$ cat src/rtl/mem_pkg.sv
// mem_pkg: shared memory-system types for the D$ port arbiter
package mem_pkg;
   localparam int DC_ADDR_W = 64;
   localparam int DC_DATA_W = 64;
   localparam logic [1:0] WLEN_DWORD = 2'd3;
   typedef enum logic [1:0] {IDLE, BUSY_C, BUSY_P, DRAIN} dcarb_state_t;
   typedef struct packed {
      logic                 en;
      logic [DC_ADDR_W-1:0] addr;
      logic                 write;
      logic [DC_DATA_W-1:0] wdata;
      logic [1:0]           wlen;
      logic                 virt;
   } dc_req_t;
endpackage

$ cat src/rtl/dcarb_starve_ctr.sv
// dcarb_starve_ctr: saturating count of walker grants taken while the core waits
module dcarb_starve_ctr #(
   parameter int LIMIT = 4
) (
   input  logic clk,
   input  logic reset,
   input  logic inc,
   input  logic clr,
   output logic at_limit
);
   localparam int W = (LIMIT < 1) ? 1 : $clog2(LIMIT + 1);
   logic [W-1:0] cnt;
   // a core grant restarts the count; walker grants over a waiting core saturate it
   always_ff @(posedge clk or negedge reset)
      if (!reset) cnt <= '0;
      else if (clr) cnt <= '0;
      else if (inc && !at_limit) cnt <= cnt + 1'b1;
   assign at_limit = cnt == W'(LIMIT);
endmodule

$ cat src/rtl/dcache_port_arbiter.sv
// dcache_port_arbiter: shares the D$ request port between core (C) and walker (P); DCARB_PERF_EN adds perf counters
module dcache_port_arbiter
   import mem_pkg::*;
#(
   parameter int ADDR_WIDTH   = 64,
   parameter int DATA_WIDTH   = 64,
   parameter int STARVE_LIMIT = 4
`ifdef DCARB_PERF_EN
   ,parameter int CNT_WIDTH   = 32
`endif
) (
   input  logic                  clk,
   input  logic                  reset,
   input  logic                  virtual_en,
   input  logic                  c_req,
   input  logic [ADDR_WIDTH-1:0] c_addr,
   input  logic                  c_write,
   input  logic [DATA_WIDTH-1:0] c_wdata,
   input  logic [1:0]            c_wlen,
   output logic [DATA_WIDTH-1:0] c_rdata,
   output logic                  c_resp,
   input  logic                  p_req,
   input  logic [ADDR_WIDTH-1:0] p_addr,
   output logic [DATA_WIDTH-1:0] p_rdata,
   output logic                  p_resp,
   output logic                  dc_en,
   output logic [ADDR_WIDTH-1:0] dc_addr,
   output logic                  dc_write,
   output logic [DATA_WIDTH-1:0] dc_wdata,
   output logic [1:0]            dc_wlen,
   output logic                  dc_virtual,
   input  logic [DATA_WIDTH-1:0] dc_rdata,
   input  logic                  dc_rvalid,
   input  logic                  dc_write_done
`ifdef DCARB_PERF_EN
   ,output logic [CNT_WIDTH-1:0] perf_c_grants,
   output logic [CNT_WIDTH-1:0]  perf_p_grants,
   output logic [CNT_WIDTH-1:0]  perf_c_stall
`endif
);
   dcarb_state_t state, next;
   dc_req_t      req;
   logic         done, grant_c, grant_p, at_limit;
   // state register; reset abandons any in-flight D$ access
   always_ff @(posedge clk or negedge reset)
      if (!reset) state <= IDLE;
      else state <= next;
   // arbitration, completion detection and the D$ request mux
   always_comb begin
      next = state;
      req  = '0;
      done = 1'b0;
      case (state)
         IDLE: next = (p_req && !(c_req && at_limit)) ? BUSY_P : c_req ? BUSY_C : IDLE;
         BUSY_C: begin
            req  = '{en: 1'b1, addr: DC_ADDR_W'(c_addr), write: c_write,
                     wdata: DC_DATA_W'(c_wdata), wlen: c_wlen, virt: virtual_en};
            done = c_write ? dc_write_done : dc_rvalid;
            next = done ? DRAIN : BUSY_C;
         end
         BUSY_P: begin
            req  = '{en: 1'b1, addr: DC_ADDR_W'(p_addr), write: 1'b0,
                     wdata: '0, wlen: WLEN_DWORD, virt: 1'b0};
            done = dc_rvalid;
            next = done ? DRAIN : BUSY_P;
         end
         default: next = IDLE;
      endcase
   end
   assign grant_c    = state == IDLE && next == BUSY_C;
   assign grant_p    = state == IDLE && next == BUSY_P;
   assign c_resp     = state == BUSY_C && done;
   assign p_resp     = state == BUSY_P && done;
   assign c_rdata    = c_resp ? dc_rdata : '0;
   assign p_rdata    = p_resp ? dc_rdata : '0;
   assign dc_en      = req.en;
   assign dc_addr    = req.addr[ADDR_WIDTH-1:0];
   assign dc_write   = req.write;
   assign dc_wdata   = req.wdata[DATA_WIDTH-1:0];
   assign dc_wlen    = req.wlen;
   assign dc_virtual = req.virt;
   dcarb_starve_ctr #(.LIMIT(STARVE_LIMIT)) u_starve (
      .clk      (clk),
      .reset    (reset),
      .inc      (grant_p && c_req),
      .clr      (grant_c),
      .at_limit (at_limit)
   );
`ifdef DCARB_PERF_EN
   // grant and core-stall event counters, wrapping modulo 2^CNT_WIDTH
   always_ff @(posedge clk or negedge reset)
      if (!reset) begin
         perf_c_grants <= '0;
         perf_p_grants <= '0;
         perf_c_stall  <= '0;
      end else begin
         perf_c_grants <= perf_c_grants + CNT_WIDTH'(grant_c);
         perf_p_grants <= perf_p_grants + CNT_WIDTH'(grant_p);
         perf_c_stall  <= perf_c_stall + CNT_WIDTH'(c_req && state != BUSY_C);
      end
`endif
   // a granted requester must hold its request until its response
   assert property (@(posedge clk) disable iff (!reset) (state == BUSY_C) |-> c_req);
   assert property (@(posedge clk) disable iff (!reset) (state == BUSY_P) |-> p_req);
endmodule

$ cat config.mk
export PLATFORM = sky130hd
export DESIGN_NAME = dcache_port_arbiter
export DESIGN_NICKNAME = d
export VERILOG_FILES = /design/src/rtl/mem_pkg.sv /design/src/rtl/dcarb_starve_ctr.sv /design/src/rtl/dcache_port_arbiter.sv
export SDC_FILE = /design/constraint.sdc
export NUM_CORES = 1
export LEC_CHECK = 0
export BUFFER_PORTS_ARGS = -buffer_cell sky130_fd_sc_hd__buf_2
export CORE_AREA = 10 10 198 200
export CTS_BUF_LIST = sky130_fd_sc_hd__clkbuf_8
export DETAILED_ROUTE_END_ITERATION = 8
export DIE_AREA = 0 0 208 210
export PLACE_DENSITY_LB_ADDON = 0.05
export SLEW_MARGIN = 20
export SYNTH_ARGS = -nofsm -noshare
export SYNTH_HDL_FRONTEND = slang
export SYNTH_SLANG_ARGS = --single-unit
$ cat constraint.sdc
create_clock -name clk -period 2.2 [get_ports clk]
set_clock_uncertainty 0.05 [all_clocks]
set_input_delay 0.33 -clock clk [delete_from_list [all_inputs] [get_ports clk]]
set_output_delay 0.33 -clock clk [all_outputs]
set_load 0.005 [all_outputs]
==> reports/results.txt <==
post-synth cell types: 27
clock power share: 0.030
Num CTS Buffers: 3
placed cells: 1301
fmax: 0.434 GHz
reg-to-reg startpoint: state[0]$_DFF_PN0_
Psw: 2.59 mW
Synth Area per Inst: 7.03 um^2
WS Path Type: reg2out
final count of hold timing violations: 0
RSZ-0062 raised after global routing: yes
worst reg-to-reg path cell count: 7
Power, Total: 5.31 mW
routed via count: 4708
wirelength, routed: 32.0 mm
R2R Path End: u_starve.cnt[1]$_DFFE_PN0P_
Buffers on Ports: 528
Leak: 4.16 nW
H-Tree Depth: 1
YS warnings: 0
post-synthesis sequential area ratio: 0.0521
Finished Layout Cells: 1338
# clock sinks: 5
Root Driver: clkbuf_8
Layout area overhead: 181%
layout cells sized above 1: 0.733
total die area: 43700 um^2
setup TNS: -2.56 ns
Post-Syn Instances: 342
vias in the first global route: 4787
status: finished with violations
Final min period: 2.30 ns
clk_lat worst skew: 0.22 ns
Worst Path Arrival: 1.92 ns
CTS tree: built
Combinational Power Share: 0.941
first-pass GRT wire length: 39.4 mm
mapped cell area: 2400 um^2
clock slew at reported path FFs: 0.04 ns
#FFs+latches synth: 5
Die Width: 208 um
row count: 69
Avg WL per Cell: 23.9 um
relative max-transition margin: 0.767
pin count of the biggest net entering global routing: 69
final period utilization: 1.05
Syn Nets: 614
GRT Total Usage: 0.123
Int Pwr: 2.72 mW
DIE HEIGHT: 210 um
most common cell after layout, fill and taps aside: buf_2
Vias/cell: 3.52
setup ws final: -0.105 ns
flop-to-flop setup slack: 0.48 ns
critical-path maximum fanout: 8
slew at the pin closest to its max-slew limit: 0.347 ns
Clock Tree Buf Depth: 2
Routed Antenna Nets: 0
worst hold path type: in2reg
gr ovfl total: 0
max cap viols: 0
crit path to: c_rdata[49]
most frequent cells in the layout: 467 x buf_2, 75 x and2_1, 67 x and3_1
Sw Share: 0.488
Worst Setup End Kind: output pin
initial antenna violation count: 8
io pins: 529
Critical Path RT: 1.82 ns
final slew viol count: 0
Worst Setup SP: state[0]$_DFF_PN0_
Layout fillers: 4048
drt drc: 0
VDD IR max: 0.474 mV
final setup vio count: 77
failing checks: negative setup slack
Placer Congestion: 0.849
length of the first detailed-routing pass in iterations: 4
pre-CTS setup slack: 0.0565 ns
Power Density: 787 nW/um^2
WHS: 0.413 ns
Reg power frac: 0.029
core area: 35200 um^2
Initial Utilization: 0.0682
Worst Setup Start Kind: flop
Final Net Count: 1145
DP Wirelength: 25.4 mm
1st-iter DRT viols: 200
## critical path: stages, from the launching register on
cell and delay, ns:
dfrtp_1 0.38, buf_4 0.15, ha_4 0.17, and2_4 0.16, a21boi_4 0.14, buf_12 0.14, buf_12 0.13, clkbuf_16 0.15
and2_1 0.15, buf_2 0.12
## flip-flops by register name (all words and copies together), names as in the netlist
register / count
state: 2
u_starve.cnt: 3
## cell usage after synthesis (all sizes together)
library cell / number / share of area
mux2: 1 / 0.0062
a21o: 2 / 0.0062
mux2i: 1 / 0.0042
a21oi: 1 / 0.0021
o22ai: 1 / 0.0026
and3b: 1 / 0.0036
xnor2: 1 / 0.0036
dfrtp: 5 / 0.052
and3: 67 / 0.17
xor2: 1 / 0.0036
nand4: 1 / 0.0026
a21boi: 3 / 0.011
clkbuf: 18 / 0.028
ha: 6 / 0.031
nand2: 2 / 0.0031
nand3: 2 / 0.0042
and2: 131 / 0.34
inv: 4 / 0.0062
a221oi: 1 / 0.0062
nor2: 4 / 0.0062
a22o: 64 / 0.23
buf: 24 / 0.065
nand3b: 1 / 0.0031
## metrics by stage
stage                      util  instance area, um^2
after floorplan               -                 2400
after global placement    0.158                 5570
after detailed placement  0.158                 5570
after CTS                 0.170                 5970
after global routing      0.192                 6750
final                     0.192                 6760
## how the worst min path moves through the flow
| stage | cells after the start | slack (ns) | startpoint | endpoint |
|---|---|---|---|---|
| 6_report | 3 | 0.41 | c_req | state[0]$_DFF_PN0_ |
| 5_1_grt | 2 | 0.43 | reset | u_starve.cnt[2]$_DFFE_PN0P_ |
| 4_1_cts | 3 | 0.41 | c_req | state[0]$_DFF_PN0_ |
| 3_5_place_dp | 1 | 0.11 | reset | u_starve.cnt[1]$_DFFE_PN0P_ |
| 3_3_place_gp | 1 | 0.12 | reset | u_starve.cnt[1]$_DFFE_PN0P_ |
| 2_1_floorplan | 0 | -0.02 | reset | state[0]$_DFF_PN0_ |
## power by group through the flow
stage               Clock (mW)  Sequential (mW)  Combinational [mW]
floorplan                    0            0.151                1.90
global placement             0            0.155                4.11
detailed placement           0            0.155                3.99
CTS                      0.167            0.154                4.43
global route             0.177            0.159                5.41
finish                   0.161            0.153                5.00
## layer usage
layer | GRT usage | routed length [um] | up-vias
li1 | - | - | 2274
met1 | 0.120 | 11300 | 2146
met2 | 0.251 | 17900 | 252
met3 | 0.0395 | 2120 | 30
met4 | 0.0187 | 561 | 6
met5 | 0 | 43 | -
## what timing repair did
| item | CTS | global route |
|---|---|---|
| buffers inserted | 8 | 2 |
| hold buffers | 1 | 0 |
| gates resized for setup | 28 | 127 |
| endpoints found under the hold margin | 5 | 0 |
| cloned | 5 | 13 |
| pin swaps | 2 | 55 |
| endpoints found under the setup margin | 209 | 196 |
## layout make-up
cell class,instances,area (um^2),area share
repair buffers,568,3720,0.551
multi-input cells,291,2260,0.334
well taps,461,577,0.0854
flip-flops and latches,5,125,0.0185
clock buffers,3,41.3,0.00611
inverters,4,15.0,0.00222
diodes,5,12.5,0.00185
clock inverters,1,3.75,0.000556
## cell families (layout without fill, tap and decap cells)
logic type      after synthesis  after routing  share of synthesized area
simple gates                209            209                      0.538
mux                           2              2                     0.0104
buf+inv                      46            576                     0.0994
xor+xnor                      2              2                    0.00729
fa+ha+maj                     6              6                     0.0312
flops                         5              5                     0.0521
other cells                   0              5                          0
compound gates               72             72                      0.261
No activity file was read; power rests on OpenSTA's default activity.
